## src/rtl/ifmap_stream_writer.sv

```systemverilog
// IF buffer write-side streamer: tags raw IFmap samples with row framing
// codes and pushes {tag, data} words into the IF FIFO through a one-entry hold.
module ifmap_stream_writer #(
    parameter int DATA_W = 16,
    parameter int LEN_W  = 4,
    parameter int ROW_W  = 6
) (
    input  logic              clk,
    input  logic              rst,
    input  logic              start,
    input  logic [LEN_W-1:0]  row_len,
    input  logic [ROW_W-1:0]  row_count,
    input  logic              src_valid,
    input  logic [DATA_W-1:0] src_data,
    output logic              src_ready,
    input  logic              IF_full,
    output logic              IF_wen,
    output logic [DATA_W+1:0] IF_din,
    output logic              busy,
    output logic              done
);

    typedef enum logic [1:0] {
        IDLE,
        SEND,
        DRAIN,
        FIN
    } state_t;

    state_t state, state_nxt;

    logic [LEN_W-1:0]  len_q;
    logic [LEN_W-1:0]  col_q;
    logic [ROW_W-1:0]  cnt_q;
    logic [ROW_W-1:0]  row_q;
    logic              hold_valid;
    logic [DATA_W+1:0] hold_q;

    logic       launch;
    logic       accept;
    logic       col_first;
    logic       col_last;
    logic       row_last;
    logic [1:0] tag;

    assign launch    = (state == IDLE) & start;
    assign col_first = (col_q == '0);
    assign col_last  = (col_q == len_q - LEN_W'(1));
    assign row_last  = (row_q == cnt_q - ROW_W'(1));

    // A one-element row is both first and last, which yields 2'b11.
    assign tag = {col_first, col_last};

    assign IF_wen = hold_valid & ~IF_full;
    assign IF_din = hold_q;

    always_comb begin
        state_nxt = state;
        src_ready = 1'b0;
        accept    = 1'b0;
        busy      = 1'b0;
        done      = 1'b0;
        unique case (state)
            IDLE: begin
                if (start) begin
                    if (row_len == '0 || row_count == '0)
                        state_nxt = FIN;
                    else
                        state_nxt = SEND;
                end
            end
            SEND: begin
                busy      = 1'b1;
                src_ready = ~hold_valid | IF_wen;
                accept    = src_valid & src_ready;
                if (accept & col_last & row_last)
                    state_nxt = DRAIN;
            end
            DRAIN: begin
                busy = 1'b1;
                if (IF_wen)
                    state_nxt = FIN;
            end
            FIN: begin
                done      = 1'b1;
                state_nxt = IDLE;
            end
            default: state_nxt = IDLE;
        endcase
    end

    always_ff @(posedge clk or posedge rst) begin
        if (rst)
            state <= IDLE;
        else
            state <= state_nxt;
    end

    // Config is only sampled on a start seen in IDLE; later changes are ignored.
    always_ff @(posedge clk or posedge rst) begin
        if (rst) begin
            len_q <= '0;
            cnt_q <= '0;
        end else if (launch) begin
            len_q <= row_len;
            cnt_q <= row_count;
        end
    end

    always_ff @(posedge clk or posedge rst) begin
        if (rst) begin
            col_q <= '0;
            row_q <= '0;
        end else if (launch) begin
            col_q <= '0;
            row_q <= '0;
        end else if (accept) begin
            if (col_last) begin
                col_q <= '0;
                row_q <= row_q + ROW_W'(1);
            end else begin
                col_q <= col_q + LEN_W'(1);
            end
        end
    end

    // Accept and write-out may coincide, keeping one word per cycle.
    always_ff @(posedge clk or posedge rst) begin
        if (rst) begin
            hold_valid <= 1'b0;
            hold_q     <= '0;
        end else if (accept) begin
            hold_valid <= 1'b1;
            hold_q     <= {tag, src_data};
        end else if (IF_wen) begin
            hold_valid <= 1'b0;
        end
    end

endmodule

```

## config.mk

```make
export PLATFORM = sky130hd
export DESIGN_NAME = ifmap_stream_writer
export DESIGN_NICKNAME = d
export VERILOG_FILES = /design/src/rtl/ifmap_stream_writer.sv
export SDC_FILE = /design/constraint.sdc
export NUM_CORES = 1
export LEC_CHECK = 0
export BUFFER_PORTS_ARGS = -buffer_cell sky130_fd_sc_hd__buf_4
export CORE_ASPECT_RATIO = 0.5
export CORE_MARGIN = 1
export CORE_UTILIZATION = 57
export DETAILED_ROUTE_END_ITERATION = 8
export GPL_TIMING_DRIVEN = 0
export PLACE_DENSITY = 0.92
export SETUP_SLACK_MARGIN = 0.4
export SKIP_CTS_REPAIR_TIMING = 1
export SLEW_MARGIN = 20
export SYNTH_ARGS = -nofsm -noshare
export SYNTH_HDL_FRONTEND = slang
export SYNTH_SLANG_ARGS = --single-unit
```

## constraint.sdc

```tcl
create_clock -name clk -period 4.9 [get_ports clk]
set_input_delay 0.245 -clock clk [delete_from_list [all_inputs] [get_ports clk]]
set_output_delay 0.245 -clock clk [all_outputs]
set_load 0.03 [all_outputs]
```

==> results.toml <==
[setup_path]
crit_end = "state[1]$_DFFE_PP0P_"
crit_path_end_kind = "register"
cp_slowest_cell = "or4_1"
slowest_delay_ps = 540
crit_chain = "inv_1 > ha_1 > xor3_1 > nor3_4 > nand2_2 > or4_1 > a32o_1"
r2r_start = "len_q[0]$_DFFE_PP0P_"
crit_type = "register to register"
critPathLaunch = "len_q[0]$_DFFE_PP0P_"
worstPathRequired_ps = 5080
cp.arrival_ps = 2520
startpoint_type = "register"
r2r-end = "state[1]$_DFFE_PP0P_"
r2r_cells = 7
reg2reg_slack_ps = 2560
cp_max_fo = 5

[routing]
drtIter0Drc = 109
vias = 1888
postRouteAntennaNets = 0
drt-total-wl_um = 4950
via_per_inst = 5.35
drc = 0
firstDrtPassIters = 4
wire_per_inst_um = 14.0

[cts]
cts_max_level = 2
clockBufferDepth = 2
cts_inserted_buffers = 5
cts-root-buf = "clkbuf_8"
cts_sinks = 41
clkTransAtPathRegs_ps = 80
clock_latency_ps = 290
cts_tree = "built"

[synth]
yosys_warnings = 0
synth.most_common_cell = "nand2_1"
yosysUniqueCellTypes = 41
netlist_top_cells_area = "dfrtp_1 48%, nand2_1 15%, ha_1 5.9%, xnor2_1 2.9%, xor2_1 2.1%"
synth-seq-cells = 41
ys_seq_area_frac = 0.483
synthCells = 241
avgSynthCellArea_um2 = 8.82
syn_area_um2 = 2130
yosysTopAreaCellShare = 0.483
synthesis.nets = 282
ys_top_cells_by_count = "86 x nand2_1, 41 x dfrtp_1, 11 x inv_1, 11 x nor2_1, 10 x ha_1"
synthFlopType = "dfrtp_1"
synth_edf_count = 0
synth_top_cell_by_area = "dfrtp_1"
synth-async-reset-ratio = 1.00

[pwr]
p_leak_nw = 1.46
ir_drop_mv = 0.170
p_per_area_nw_per_um2 = 227

[sta]
max_freq_ghz = 0.428
final.setup.tns_ps = 0
fin_worst_hold_slack_ps = -15.3
slew_viol_final = 0
finalCritPeriodShare = 0.477
setup_viol = 0
period_needed_ps = 2340
worst_pin_slew_ps = 504
max-slew-margin-rel = 0.664
grt_setup_unrepaired = "no"
skew_ps = 3.40
hold_viol = 20

[run]
maxCapViolCount = 0

[final_layout]
fin_cells = 353
diodes = 0
synthToLayoutAreaGrowth_pct = 27.4
drive_above_1_share = 0.232
nets = 342
n_fill_cell = 243

[placement]
dpl.cell_count = 345
place.detailed.hpwl_um = 3770
place_congestion = 0.806
portBuffers = 52

[die]
design.core.area_um2 = 3490
die_x_um = 88.4
io_pins = 53
num_rows = 15
die_h_um = 45.2
dieArea_um2 = 3990
start_util = 0.609

[worst_hold_path]
hold_path.class = "primary input to asynchronous set/reset pin"

[run_status]
status = "complete, but fails checks"
violations = "hold timing"

[global_routing]
grt_pass1_vias = 1842
grt.overflow.total = 0
antenna_found_initial = 0
grt_start_max_net_pins = 22
grt_pass1_wl_um = 8220
grt_usage = 0.281
[worst max-delay path: cells and delay by family, from the launching register on]
family | cells | cell delay, ps
DFF | 1 | 400
AOI/OAI and AO/OA | 1 | 230
adders and majority gates | 1 | 210
buffers and inverters | 1 | 70
xor gates and xnor gates | 1 | 390
and+or+nand+nor | 3 | 910
[layout make-up]
cell class | count | area, µm² | share of cell area
timing repair buffer | 53 | 418 | 0.154
tap | 51 | 63.8 | 0.0236
multi-input combinational | 180 | 1020 | 0.378
clock inverter | 1 | 5.00 | 0.00185
clock buffer | 7 | 96.3 | 0.0356
inverter | 11 | 41.3 | 0.0152
sequential | 41 | 1030 | 0.379
buffer | 9 | 35.0 | 0.0129
[layout by cell type (no fill, tap or decap), types with 2 or more instances in the layout]
cell / synthesis / layout
and3_1: 2 / 2
clkbuf_8: 0 / 7
o21ai_0: 6 / 6
dfrtp_1: 41 / 41
nand2_1: 86 / 86
nor3_1: 3 / 3
nand2b_1: 2 / 2
buf_4: 0 / 52
xor2_1: 5 / 5
a31oi_1: 2 / 2
xnor2_1: 7 / 7
clkbuf_1: 8 / 8
ha_1: 10 / 10
o31ai_1: 2 / 2
inv_1: 11 / 10
nand3_1: 7 / 7
nor2_1: 11 / 11
and2_1: 2 / 2
a21oi_1: 8 / 8
or4_1: 4 / 4
nor4_1: 2 / 2
[worst min path at each step]
stage / cells past startpoint / endpoint / start / slack [ps]
5_1_grt: 2 / IF_din[10]$_DFFE_PP0P_ / rst / 10
2_1_floorplan: 2 / IF_din[0]$_DFFE_PP0P_ / src_data[0] / 350
3_5_place_dp: 2 / IF_din[9]$_DFFE_PP0P_ / rst / 320
3_3_place_gp: 3 / IF_din[2]$_DFFE_PP0P_ / src_data[2] / 430
6_report: 2 / IF_din[9]$_DFFE_PP0P_ / rst / -20
4_1_cts: 2 / IF_din[9]$_DFFE_PP0P_ / rst / 2
[power by group]
| group | switching, mW | internal [mW] | leakage, nW | total (mW) |
|---|---|---|---|---|
| Sequential | 0 | 0.338 | 0.537 | 0.338 |
| Clock | 0.119 | 0.127 | 0.0542 | 0.246 |
| Combinational | 0.0122 | 0.0180 | 0.869 | 0.0302 |
[registers in the layout, indices dropped and copies added, names as in the netlist]
| signal | flops |
|---|---|
| IF_din | 18 |
| cnt_q | 6 |
| row_q | 6 |
| col_q | 4 |
| len_q | 4 |
| state | 2 |
| hold_valid | 1 |
[logic make-up (layout without fill, tap and decap cells)]
kind of cell / Yosys count / in the layout / share of synthesized area
compound gates: 28 / 28 / 0.0877
xor+xnor: 13 / 13 / 0.0606
fa+ha+maj: 10 / 10 / 0.0589
buf+inv: 20 / 81 / 0.0359
flops: 41 / 41 / 0.483
mux: 1 / 1 / 0.00471
simple gates: 128 / 128 / 0.270
[per-stage QoR]
stage	setup WS [ps]	hold slack, ps	total power, mW	area (µm²)	util
floorplan	2800	350	0.351	2130	-
global placement	2680	434	0.372	2580	0.739
detailed placement	2610	318	0.376	2610	0.747
CTS	2570	2.44	0.613	2710	0.776
global route	2490	10.4	0.631	2710	0.776
finish	2560	-15.3	0.614	2710	0.776
[metal layers]
metal	up-vias	GRT usage	wire (µm)
met5	-	0	0
met4	0	0.0806	55
met3	9	0.0713	188
met2	44	0.483	2580
met1	918	0.360	2130
li1	917	-	-
(Power assumes the default switching activity.)
